--- config.mk ---
export PLATFORM = sky130hd
export DESIGN_NAME = ex_wb_stage_flat
export DESIGN_NICKNAME = d
export VERILOG_FILES = /design/src/rtl/riscv_pkg.sv /design/src/rtl/ex_wb_stage_if.sv /design/src/rtl/branch_resolve.sv /design/src/rtl/ex_wb_stage.sv /design/src/flat_wrapper.sv
export SDC_FILE = /design/constraint.sdc
export NUM_CORES = 1
export LEC_CHECK = 0
export BUFFER_PORTS_ARGS = -buffer_cell sky130_fd_sc_hd__buf_4
export CORE_AREA = 2 2 137 139
export DETAILED_ROUTE_END_ITERATION = 6
export DIE_AREA = 0 0 139 141
export HOLD_SLACK_MARGIN = 0.06
export PLACE_DENSITY = 0.55
export SKIP_LAST_GASP = 1
export SYNTH_ARGS = -nofsm -noshare
export SYNTH_HDL_FRONTEND = slang
export SYNTH_SLANG_ARGS = --single-unit
export TNS_END_PERCENT = 20
--- constraint.sdc ---
create_clock -name clk -period 4.4 [get_ports clk]
set_clock_uncertainty 0.05 [all_clocks]
set_input_delay 0.44 -clock clk [delete_from_list [all_inputs] [get_ports clk]]
set_output_delay 0.44 -clock clk [all_outputs]
set_load 0.01 [all_outputs]
--- src/rtl/riscv_pkg.sv ---
// Shared pipeline package: widths, result-source and branch encodings,
// ALU flag bit positions and the EX/WB writeback FSM state type.
package riscv_pkg;

  localparam int XLEN    = 32;
  localparam int RADDR_W = 5;

  localparam logic [1:0] RESULT_SRC_ALU = 2'b00;
  localparam logic [1:0] RESULT_SRC_MEM = 2'b01;
  localparam logic [1:0] RESULT_SRC_PC4 = 2'b10;

  localparam logic [2:0] BR_BEQ  = 3'b000;
  localparam logic [2:0] BR_BNE  = 3'b001;
  localparam logic [2:0] BR_BLT  = 3'b100;
  localparam logic [2:0] BR_BGE  = 3'b101;
  localparam logic [2:0] BR_BLTU = 3'b110;
  localparam logic [2:0] BR_BGEU = 3'b111;

  localparam int FLAG_N = 3;
  localparam int FLAG_Z = 2;
  localparam int FLAG_C = 1;
  localparam int FLAG_V = 0;

  typedef enum logic [0:0] {
    IDLE      = 1'b0,
    LOAD_WAIT = 1'b1
  } ex_wb_state_t;

endpackage

--- src/rtl/ex_wb_stage_if.sv ---
// EX->WB bundle: EX control/data in, redirect, data-memory port,
// writeback and forwarding out. master = upstream/memory, slave = stage.
interface ex_wb_stage_if;
  import riscv_pkg::*;

  logic               ex_valid;
  logic [XLEN-1:0]    ex_result;
  logic [3:0]         ex_flags;
  logic [RADDR_W-1:0] ex_rd;
  logic               ex_reg_write;
  logic [1:0]         ex_result_src;
  logic               ex_mem_write;
  logic [XLEN-1:0]    ex_write_data;
  logic               ex_branch;
  logic               ex_jump;
  logic [2:0]         ex_funct3;
  logic [XLEN-1:0]    ex_pc_plus4;
  logic [XLEN-1:0]    ex_pc_target;
  logic               ex_stall;
  logic               pc_src;
  logic [XLEN-1:0]    pc_target;
  logic [XLEN-1:0]    dmem_addr;
  logic [XLEN-1:0]    dmem_wdata;
  logic               dmem_we;
  logic               dmem_re;
  logic [XLEN-1:0]    dmem_rdata;
  logic               wb_we;
  logic [RADDR_W-1:0] wb_rd;
  logic [XLEN-1:0]    wb_data;
  logic               fwd_valid;
  logic [RADDR_W-1:0] fwd_rd;
  logic [XLEN-1:0]    fwd_data;

  modport master (
    output ex_valid, ex_result, ex_flags, ex_rd,
    output ex_reg_write, ex_result_src, ex_mem_write,
    output ex_write_data, ex_branch, ex_jump, ex_funct3,
    output ex_pc_plus4, ex_pc_target, dmem_rdata,
    input  ex_stall, pc_src, pc_target,
    input  dmem_addr, dmem_wdata, dmem_we, dmem_re,
    input  wb_we, wb_rd, wb_data,
    input  fwd_valid, fwd_rd, fwd_data
  );

  modport slave (
    input  ex_valid, ex_result, ex_flags, ex_rd,
    input  ex_reg_write, ex_result_src, ex_mem_write,
    input  ex_write_data, ex_branch, ex_jump, ex_funct3,
    input  ex_pc_plus4, ex_pc_target, dmem_rdata,
    output ex_stall, pc_src, pc_target,
    output dmem_addr, dmem_wdata, dmem_we, dmem_re,
    output wb_we, wb_rd, wb_data,
    output fwd_valid, fwd_rd, fwd_data
  );

endinterface

--- src/rtl/branch_resolve.sv ---
// Branch condition from funct3 and ALU {N,Z,C,V} after SUB.
// Ports: i_funct3, i_flags in; o_taken out (combinational).
module branch_resolve
  import riscv_pkg::*;
(
  input  logic [2:0] i_funct3,
  input  logic [3:0] i_flags,
  output logic       o_taken
);

  logic w_n, w_z, w_c, w_v;

  assign w_n = i_flags[FLAG_N];
  assign w_z = i_flags[FLAG_Z];
  assign w_c = i_flags[FLAG_C];
  assign w_v = i_flags[FLAG_V];

  // C=1 means A>=B unsigned (SUB is A+~B+1)
  always_comb begin
    o_taken = 1'b0;
    unique case (i_funct3)
      BR_BEQ:  o_taken = w_z;
      BR_BNE:  o_taken = ~w_z;
      BR_BLT:  o_taken = w_n ^ w_v;
      BR_BGE:  o_taken = ~(w_n ^ w_v);
      BR_BLTU: o_taken = ~w_c;
      BR_BGEU: o_taken = w_c;
      default: o_taken = 1'b0;
    endcase
  end

endmodule

--- src/rtl/ex_wb_stage.sv ---
// EX/WB back end: branch redirect, data-memory strobes, registered
// writeback, one-cycle load stall. Ports: clk, rst, bus (ex_wb_stage_if.slave).
// Optional macro EX_WB_FWD_EN drives the fwd_* bypass outputs.
module ex_wb_stage
  import riscv_pkg::*;
(
  input  logic         clk,
  input  logic         rst,
  ex_wb_stage_if.slave bus
);

  ex_wb_state_t       r_state;
  logic               r_wb_we;
  logic [RADDR_W-1:0] r_wb_rd;
  logic [XLEN-1:0]    r_wb_data;
  logic               r_ld_we;
  logic [RADDR_W-1:0] r_ld_rd;

  logic               w_idle;
  logic               w_accept;
  logic               w_load;
  logic               w_wr;
  logic               w_taken;
  logic [XLEN-1:0]    w_wb_val;

  branch_resolve u_br (
    .i_funct3 (bus.ex_funct3),
    .i_flags  (bus.ex_flags),
    .o_taken  (w_taken)
  );

  assign w_idle   = (r_state == IDLE);
  // strobes are gated low while reset is held
  assign w_accept = bus.ex_valid & w_idle & ~rst;
  assign w_load   = (bus.ex_result_src == RESULT_SRC_MEM);
  assign w_wr     = bus.ex_reg_write & (bus.ex_rd != '0);
  assign w_wb_val = (bus.ex_result_src == RESULT_SRC_PC4)
                  ? bus.ex_pc_plus4 : bus.ex_result;

  assign bus.ex_stall   = (r_state == LOAD_WAIT);
  assign bus.pc_src     = w_accept
                        & (bus.ex_jump | (bus.ex_branch & w_taken));
  assign bus.pc_target  = bus.ex_pc_target;
  assign bus.dmem_addr  = bus.ex_result;
  assign bus.dmem_wdata = bus.ex_write_data;
  assign bus.dmem_we    = w_accept & bus.ex_mem_write;
  assign bus.dmem_re    = w_accept & w_load;

  assign bus.wb_we   = r_wb_we;
  assign bus.wb_rd   = r_wb_rd;
  assign bus.wb_data = r_wb_data;

  always_ff @(posedge clk) begin
    if (rst) begin
      r_state   <= IDLE;
      r_wb_we   <= 1'b0;
      r_wb_rd   <= '0;
      r_wb_data <= '0;
      r_ld_we   <= 1'b0;
      r_ld_rd   <= '0;
    end else begin
      r_wb_we <= 1'b0;
      unique case (r_state)
        LOAD_WAIT: begin
          r_state <= IDLE;
          r_wb_we <= r_ld_we;
          if (r_ld_we) begin
            r_wb_rd   <= r_ld_rd;
            r_wb_data <= bus.dmem_rdata;
          end
        end
        default: begin
          if (w_accept && w_load) begin
            r_state <= LOAD_WAIT;
            r_ld_we <= w_wr;
            r_ld_rd <= bus.ex_rd;
          end else if (w_accept) begin
            r_wb_we <= w_wr;
            if (w_wr) begin
              r_wb_rd   <= bus.ex_rd;
              r_wb_data <= w_wb_val;
            end
          end
        end
      endcase
    end
  end

`ifdef EX_WB_FWD_EN
  // bypass entry is not usable while a load is still in flight
  assign bus.fwd_valid = r_wb_we & w_idle;
  assign bus.fwd_rd    = r_wb_rd;
  assign bus.fwd_data  = r_wb_data;
`else
  assign bus.fwd_valid = 1'b0;
  assign bus.fwd_rd    = '0;
  assign bus.fwd_data  = '0;
`endif

endmodule

--- src/flat_wrapper.sv ---
// flat-port wrapper written by rule: the top's interface ports become plain ports
module ex_wb_stage_flat import riscv_pkg::*;
  (clk, rst, bus_ex_valid, bus_ex_result, bus_ex_flags, bus_ex_rd, bus_ex_reg_write, bus_ex_result_src, bus_ex_mem_write, bus_ex_write_data, bus_ex_branch, bus_ex_jump, bus_ex_funct3, bus_ex_pc_plus4, bus_ex_pc_target, bus_dmem_rdata, bus_ex_stall, bus_pc_src, bus_pc_target, bus_dmem_addr, bus_dmem_wdata, bus_dmem_we, bus_dmem_re, bus_wb_we, bus_wb_rd, bus_wb_data, bus_fwd_valid, bus_fwd_rd, bus_fwd_data);
  ex_wb_stage_if bus_i ();
  input  logic clk;
  input  logic rst;
  input wire logic [$bits(bus_i.ex_valid)-1:0] bus_ex_valid;
  input wire logic [$bits(bus_i.ex_result)-1:0] bus_ex_result;
  input wire logic [$bits(bus_i.ex_flags)-1:0] bus_ex_flags;
  input wire logic [$bits(bus_i.ex_rd)-1:0] bus_ex_rd;
  input wire logic [$bits(bus_i.ex_reg_write)-1:0] bus_ex_reg_write;
  input wire logic [$bits(bus_i.ex_result_src)-1:0] bus_ex_result_src;
  input wire logic [$bits(bus_i.ex_mem_write)-1:0] bus_ex_mem_write;
  input wire logic [$bits(bus_i.ex_write_data)-1:0] bus_ex_write_data;
  input wire logic [$bits(bus_i.ex_branch)-1:0] bus_ex_branch;
  input wire logic [$bits(bus_i.ex_jump)-1:0] bus_ex_jump;
  input wire logic [$bits(bus_i.ex_funct3)-1:0] bus_ex_funct3;
  input wire logic [$bits(bus_i.ex_pc_plus4)-1:0] bus_ex_pc_plus4;
  input wire logic [$bits(bus_i.ex_pc_target)-1:0] bus_ex_pc_target;
  input wire logic [$bits(bus_i.dmem_rdata)-1:0] bus_dmem_rdata;
  output wire logic [$bits(bus_i.ex_stall)-1:0] bus_ex_stall;
  output wire logic [$bits(bus_i.pc_src)-1:0] bus_pc_src;
  output wire logic [$bits(bus_i.pc_target)-1:0] bus_pc_target;
  output wire logic [$bits(bus_i.dmem_addr)-1:0] bus_dmem_addr;
  output wire logic [$bits(bus_i.dmem_wdata)-1:0] bus_dmem_wdata;
  output wire logic [$bits(bus_i.dmem_we)-1:0] bus_dmem_we;
  output wire logic [$bits(bus_i.dmem_re)-1:0] bus_dmem_re;
  output wire logic [$bits(bus_i.wb_we)-1:0] bus_wb_we;
  output wire logic [$bits(bus_i.wb_rd)-1:0] bus_wb_rd;
  output wire logic [$bits(bus_i.wb_data)-1:0] bus_wb_data;
  output wire logic [$bits(bus_i.fwd_valid)-1:0] bus_fwd_valid;
  output wire logic [$bits(bus_i.fwd_rd)-1:0] bus_fwd_rd;
  output wire logic [$bits(bus_i.fwd_data)-1:0] bus_fwd_data;
  assign bus_i.ex_valid = bus_ex_valid;
  assign bus_i.ex_result = bus_ex_result;
  assign bus_i.ex_flags = bus_ex_flags;
  assign bus_i.ex_rd = bus_ex_rd;
  assign bus_i.ex_reg_write = bus_ex_reg_write;
  assign bus_i.ex_result_src = bus_ex_result_src;
  assign bus_i.ex_mem_write = bus_ex_mem_write;
  assign bus_i.ex_write_data = bus_ex_write_data;
  assign bus_i.ex_branch = bus_ex_branch;
  assign bus_i.ex_jump = bus_ex_jump;
  assign bus_i.ex_funct3 = bus_ex_funct3;
  assign bus_i.ex_pc_plus4 = bus_ex_pc_plus4;
  assign bus_i.ex_pc_target = bus_ex_pc_target;
  assign bus_i.dmem_rdata = bus_dmem_rdata;
  assign bus_ex_stall = bus_i.ex_stall;
  assign bus_pc_src = bus_i.pc_src;
  assign bus_pc_target = bus_i.pc_target;
  assign bus_dmem_addr = bus_i.dmem_addr;
  assign bus_dmem_wdata = bus_i.dmem_wdata;
  assign bus_dmem_we = bus_i.dmem_we;
  assign bus_dmem_re = bus_i.dmem_re;
  assign bus_wb_we = bus_i.wb_we;
  assign bus_wb_rd = bus_i.wb_rd;
  assign bus_wb_data = bus_i.wb_data;
  assign bus_fwd_valid = bus_i.fwd_valid;
  assign bus_fwd_rd = bus_i.fwd_rd;
  assign bus_fwd_data = bus_i.fwd_data;
  ex_wb_stage u_core (.clk(clk), .rst(rst), .bus(bus_i));
endmodule
==> metrics.md, run 1 <==
| Metric | Value |
|---|---|
| Total die area | `0.0196 mm²` |
| Setup WS pre-CTS | `1.58 ns` |
| Core area | `0.0183 mm²` |
| Vias | `2951` |
| Cts bufs inserted | `5` |
| Clk buf depth | `2` |
| CTS Sinks | `45` |
| Pwr Total | `1.09 mW` |
| Area Growth Syn to Fin | `22.8%` |
| CP top delay family | `compound AO/OA/AOI/OAI gates` |
| Setup crit end kind | `register` |
| Chip Height | `141 µm` |
| Post-route DRC | `0` |
| Worst-path clk slew | `0.06 ns` |
| Final hold vios | `0` |
| CP max stage delay | `0.78 ns` |
| Slew Viols, Final | `0` |
| Hold-fix buffers, CTS | `0` |
| CTS tree | `done` |
| Io pins | `357` |
| Die X-Extent | `139 µm` |
| WP buf/inv | `1` |
| I/O Buffers | `190` |
| Yosys warnings | `0` |
| Setup Buffers After CTS | `0` |
| CP required | `4.57 ns` |
| Worst min path class | `input pin to register` |
| RSZ-0062 raised after global routing | `false` |
| Initial antenna violation count | `0` |
| Synthesized area | `0.00380 mm²` |
| Crit path time final | `2.52 ns` |
| Peak VDD IR | `0.126 mV` |
| Vias in the first global route | `2786` |
| Final HPWL DP | `7590 µm` |
| Ant diodes | `0` |
| DRT Wirelength | `9770 µm` |
| Routability cong. | `0.707` |
| Worst-Skew Late Latency | `0.29 ns` |
| Final setup TNS | `0 ns` |
| Outcome | `finished, final reports clean` |
| Critical setup path kind | `register to register` |
| Setup ws final | `1.88 ns` |
| Post-CTS sizing | `0` |
| Crit path DAT | `2.69 ns` |
| Global Route met1 Usage | `0.108` |
| Slew HR | `0.369` |
| # rows | `50` |
| Worst-margin pin slew | `0.947 ns` |
| GRT met2 Usage | `0.157` |
| Pwr dens | `234 mW/mm²` |
| Root Driver | `clkbuf_16` |
| First-pass GRT wire length | `14800 µm` |
| Global route hottest layer | `met2` |
| Syn_area_per_cell | `8.37 µm²` |
| Setup Viol. Count Final | `0` |
| WL/cell | `12.7 µm` |
| Fmax | `396 MHz` |
| Routed Antenna Nets | `0` |
| Starting Density | `0.208` |
| Gr usage total | `0.0952` |
| Crit-path cells | `nor3b_4, o21ai_2, o21a_2, buf_4, mux2i_1` |
| Final #Nets | `714` |
| Final Util | `0.256` |
| H-tree Lvls | `2` |
| Crit share post-route | `0.574` |
| Sequential share of the synthesized area | `0.237` |
| Share of cells above drive strength 1 | `0.460` |
| Pleak | `2.35 nW` |
| CP startpoint kind | `register` |
| Largest net degree at the start of global routing | `42` |
| Initial DRC Count | `51` |
| Register bit count reported by yosys | `45` |
| Slowest-stage cell, CP | `o21a_2` |
| Post-synthesis cell count | `454` |
| Max-cap violation count | `0` |
| DR vias/cell | `3.85` |
| DRT Pass-1 Iters | `4` |
| Crit-path max FO | `40` |
| M3 GR Usage | `0.0408` |
| Distinct cells, synth | `30` |
| Grt ovf | `0` |
-- placed cells by master (no fill, tap or decap), types with 2 or more instances in the layout --
master and n:
xnor2_1 2, a2111oi_2 5, mux2_2 32, nor3_1 5
inv_1 35, conb_1 38, o21ai_1 8, nand2_1 3
a21oi_1 37, nand2b_1 32, clkbuf_16 5, buf_4 194
mux2i_1 38, nor3b_1 2, nor2_1 12, o21ai_0 27
dfxtp_1 44
-- logic make-up (layout without fill, tap and decap cells) --
kind of cell | after synthesis | in the layout | share of synthesized area
multiplexers | 70 | 70 | 0.195
AND/OR/NAND/NOR | 60 | 60 | 0.0925
XOR/XNOR | 2 | 2 | 0.00461
other | 1 | 38 | 0.000987
AO/OA/AOI/OAI | 82 | 82 | 0.128
flip-flops | 45 | 45 | 0.237
buffers and inverters | 194 | 236 | 0.342
-- worst paths after layout --
path              cells after the start                     to  slack, ns                  start
hold reg to reg                       2  u_core.bus.wb_data[5]       0.43  u_core.bus.wb_data[5]
hold / removal                        2    u_core.bus.ex_stall       0.29   bus_ex_result_src[1]
setup reg to reg                      5  u_core.bus.wb_data[4]       1.88    u_core.bus.ex_stall
setup / recovery                      5  u_core.bus.wb_data[4]       1.88    u_core.bus.ex_stall
-- where the power goes --
group          switching, mW  internal, mW  leakage [nW]
clock network          0.157         0.223        0.0700
logic                  0.120         0.158          1.92
registers             0.0107         0.422         0.366
total                  0.288         0.803          2.35
-- layer usage --
layer  vias to the layer above  wire (µm)  part of all wire
met5                         -          0                 0
met4                         0        299             0.031
met3                        26       1060              0.11
met2                       160       4560              0.47
met1                      1286       3850              0.39
li1                       1479          -                 -
-- through the flow --
| stage | area [µm²] | std cells | hold WS (ns) |
|---|---|---|---|
| after CTS | 4670 | 767 | 0.278 |
| final | 4670 | 767 | 0.294 |
| after global routing | 4670 | 767 | 0.298 |
| after floorplan | 3940 | 491 | 0.411 |
| after detailed placement | 4530 | 760 | 0.419 |
| after global placement | 4530 | 760 | 0.413 |
-- synthesized netlist by cell type --
master,n,area share
a2111oi_2,5,0.020
a21oi_1,37,0.049
a222oi_1,1,0.0026
and2_1,1,0.0016
buf_12,3,0.016
buf_2,4,0.0053
buf_4,134,0.26
buf_6,2,0.0059
clkbuf_1,16,0.016
conb_1,1,0.00099
dfxtp_1,45,0.24
inv_1,35,0.035
mux2_2,32,0.095
mux2i_1,38,0.10
nand2_1,3,0.0030
nand2b_1,33,0.054
nor2_1,12,0.012
nor2b_1,1,0.0016
nor3_1,5,0.0066
nor3b_1,2,0.0039
nor3b_4,1,0.0049
o21a_1,1,0.0020
o21ai_0,27,0.036
o21ai_1,8,0.011
o21ai_2,1,0.0023
o21ai_4,1,0.0043
o311ai_0,1,0.0023
or2_2,1,0.0016
or4_4,1,0.0030
xnor2_1,2,0.0046
-- sequential cells by signal, indices dropped and copies added (netlist names) --
| register | cells |
|---|---|
| u_core.bus.wb_we | 1 |
| u_core.bus.wb_data | 32 |
| u_core.r_ld_we | 1 |
| u_core.r_ld_rd | 5 |
| u_core.bus.ex_stall | 1 |
| u_core.bus.wb_rd | 5 |
-- cell type report --
| cell class | count | area [µm²] |
|---|---|---|
| sequential | 45 | 902 |
| clock buffer | 7 | 143 |
| timing repair buffer | 194 | 1460 |
| tap | 234 | 293 |
| fill | 2026 | 13600 |
| multi-input combinational | 252 | 1740 |
| inverter | 35 | 131 |
No activity file was read; power rests on OpenSTA's default activity.
==> inputs of run 2 (changes only) <==
--- a/config.mk
+++ b/config.mk
@@ -6,11 +6,11 @@
 export NUM_CORES = 1
 export LEC_CHECK = 0
 export BUFFER_PORTS_ARGS = -buffer_cell sky130_fd_sc_hd__buf_4
-export CORE_AREA = 2 2 137 139
+export CORE_AREA = 2 2 138 140
 export DETAILED_ROUTE_END_ITERATION = 6
-export DIE_AREA = 0 0 139 141
+export DIE_AREA = 0 0 140 142
 export HOLD_SLACK_MARGIN = 0.06
-export PLACE_DENSITY = 0.55
+export PLACE_DENSITY = 0.54
 export SKIP_LAST_GASP = 1
 export SYNTH_ARGS = -nofsm -noshare
 export SYNTH_HDL_FRONTEND = slang
==> constraint.sdc (replaced) <==
create_clock -name clk -period 2.43 [get_ports clk]
set_clock_uncertainty 0.05 [all_clocks]
set_input_delay 0.243 -clock clk [delete_from_list [all_inputs] [get_ports clk]]
set_output_delay 0.243 -clock clk [all_outputs]
set_load 0.01 [all_outputs]
==> metrics.md, run 2 (same netlist as run 1, synthesis figures left out) <==
| Metric | Value |
|---|---|
| CTS tree | `done (unchanged)` |
| Slew Viols, Final | `0 (unchanged)` |
| Critical setup path kind | `register to output pin (was register to register)` |
| WHS | `0.0919 ns (was 0.294 ns)` |
| Fmax | `536 MHz` |
| Worst-margin pin slew | `0.672 ns (was 0.947 ns)` |
| Root Driver | `clkbuf_16 (unchanged)` |
| DRT Pass-1 Iters | `7 (was 4)` |
| Crit path time final | `1.86 ns` |
| Reg power frac | `0.387 (was 0.397)` |
| Clock power frac | `0.354 (was 0.349)` |
| Final HPWL DP | `8230 µm (was 7590 µm)` |
| Peak VDD IR | `0.209 mV (was 0.126 mV)` |
| Largest register FFs | `32 (unchanged)` |
| CP startpoint kind | `register (unchanged)` |
| Pwr Total | `2.01 mW (was 1.09 mW)` |
| Gr usage total | `0.0993 (was 0.0952)` |
| Die X-Extent | `140 µm (was 139 µm)` |
| CP max stage delay | `0.35 ns (was 0.78 ns)` |
| Starting Density | `0.206 (was 0.208)` |
| Worst-Skew Late Latency | `0.30 ns (was 0.29 ns)` |
| # rows | `50 (unchanged)` |
| Setup Buffers After CTS | `0 (unchanged)` |
| Switching power total | `554 µW (was 288 µW)` |
| Final hold vios | `0 (unchanged)` |
| Hold-fix buffers, CTS | `0 (unchanged)` |
| Initial antenna violation count | `0 (unchanged)` |
| Grt ovf | `0 (unchanged)` |
| DRT Wirelength | `10600 µm (was 9770 µm)` |
| Share of cells above drive strength 1 | `0.466 (was 0.460)` |
| H-tree Lvls | `2 (unchanged)` |
| Crit-path cells | `nor3b_4, nor3b_1, buf_4, buf_4 (was nor3b_4, o21ai_2, o21a_2, buf_4, mux2i_1)` |
| Cts bufs inserted | `5 (unchanged)` |
| Slew HR | `0.552 (was 0.369)` |
| First-pass GRT wire length | `15200 µm (was 14800 µm)` |
| Post-CTS sizing | `0 (unchanged)` |
| Pwr dens | `428 mW/mm² (was 234 mW/mm²)` |
| Placed standard-cell area | `0.00456 mm² (was 0.00453 mm²)` |
| Crit-path max FO | `7 (was 40)` |
| Commonest non-fill, non-tap cell in the layout | `buf_4 (unchanged)` |
| Crit share post-route | `0.767` |
| Clk buf depth | `2 (unchanged)` |
| Pleak | `2.37 nW (was 2.35 nW)` |
| Routability cong. | `0.730 (was 0.707)` |
| Core area | `0.0185 mm² (was 0.0183 mm²)` |
| Largest net degree at the start of global routing | `71 (was 42)` |
| DR vias/cell | `3.88 (was 3.85)` |
| Worst min path class | `input pin to register (unchanged)` |
| CP required | `2.14 ns (was 4.57 ns)` |
| Final setup TNS | `0 ns (unchanged)` |
| Slowest-stage cell, CP | `dfxtp_2 (was o21a_2)` |
| Routed Antenna Nets | `0 (unchanged)` |
| Post-route cell area | `0.00470 mm² (was 0.00467 mm²)` |
| Ant diodes | `0 (unchanged)` |
| Io pins | `357 (unchanged)` |
| Max-cap violation count | `0 (unchanged)` |
| Internal Dissipation | `1.46 mW (was 803 µW)` |
| Final #Nets | `718 (was 714)` |
| WL/cell | `13.7 µm (was 12.7 µm)` |
| Setup crit end kind | `output pin (was register)` |
| Commonest non-fill, non-tap cells in the layout | `buf_4 (198), dfxtp_1 (44), mux2i_1 (38), conb_1 (38), a21oi_1 (37) (was buf_4 (194), dfxtp_1 (44), mux2i_1 (38), conb_1 (38), a21oi_1 (37))` |
| Switching part of the total | `0.275 (was 0.264)` |
| Outcome | `finished, violations left (was finished, final reports clean)` |
| Final Util | `0.255 (was 0.256)` |
| Post-route DRC | `21 (was 0)` |
| RSZ-0062 raised after global routing | `false (unchanged)` |
| Chip Height | `142 µm (was 141 µm)` |
| Vias in the first global route | `2709 (was 2786)` |
| Crit path DAT | `1.57 ns (was 2.69 ns)` |
| Vias | `2990 (was 2951)` |
| Total die area | `0.0199 mm² (was 0.0196 mm²)` |
| Worst-path clk slew | `0.07 ns (was 0.06 ns)` |
| CTS Sinks | `45 (unchanged)` |
| Gate power share | `0.259 (was 0.255)` |
| Violated checks | `DRC` |
| Fill cells | `2019 (was 2026)` |
| Top cell by count, worst path | `buf_4` |
| I/O Buffers | `190 (unchanged)` |
| Area Growth Syn to Fin | `23.7% (was 22.8%)` |
| Setup Viol. Count Final | `0 (unchanged)` |
| Initial DRC Count | `104 (was 51)` |
## run 2: power by group through the flow
| stage | Combinational (mW) | Clock, mW | Sequential (mW) |
|---|---|---|---|
| floorplan | 0.428 | 0 | 0.804 |
| global placement | 0.525 | 0 | 0.795 |
| detailed placement | 0.529 | 0 | 0.795 |
| CTS | 0.530 | 0.751 | 0.778 |
| global route | 0.568 | 0.772 | 0.781 |
| finish | 0.521 | 0.712 | 0.778 |
## run 2: worst max-delay path: cells and delay by family (launching register included)
kind / cells / cell delay, ns
and+or+nand+nor: 2 / 0.56
buffers and inverters: 2 / 0.36
DFF: 1 / 0.35
## run 2: final cells by class
| type | count | area, µm² | share of cell area |
|---|---|---|---|
| Sequential cell | 45 | 902 | 0.192 |
| Inverter | 35 | 131 | 0.0279 |
| Multi-Input combinational cell | 252 | 1740 | 0.371 |
| Clock inverter | 1 | 7.51 | 0.00160 |
| Clock buffer | 6 | 139 | 0.0295 |
| Timing Repair Buffer | 198 | 1490 | 0.316 |
| Tap cell | 234 | 293 | 0.0623 |
## run 2: final timing paths
check / slack [ns] / startpoint / cells after the start / end
worst max-delay path: 0.57 / u_core.bus.ex_stall / 4 / bus_dmem_re
worst min-delay path: 0.09 / bus_ex_result_src[1] / 2 / u_core.bus.ex_stall
worst max register to register: 0.71 / u_core.bus.ex_stall / 4 / u_core.bus.wb_rd[0]
worst min register to register: 0.43 / u_core.bus.wb_data[16] / 2 / u_core.bus.wb_data[16]
## run 2: through the flow
stage | std cells | setup slack, ns
finish | 771 | 0.565
global route | 771 | 0.509
CTS | 771 | 0.528
detailed placement | 764 | 0.379
global placement | 764 | 0.421
floorplan | 491 | 0.742
## run 2: per-layer routing
layer	global-route usage	up-vias	routed length (µm)
met5	0	-	0
met3	0.0417	33	1060
met1	0.117	1315	4330
met2	0.162	157	4910
met4	0.0383	0	256
li1	-	1485	-
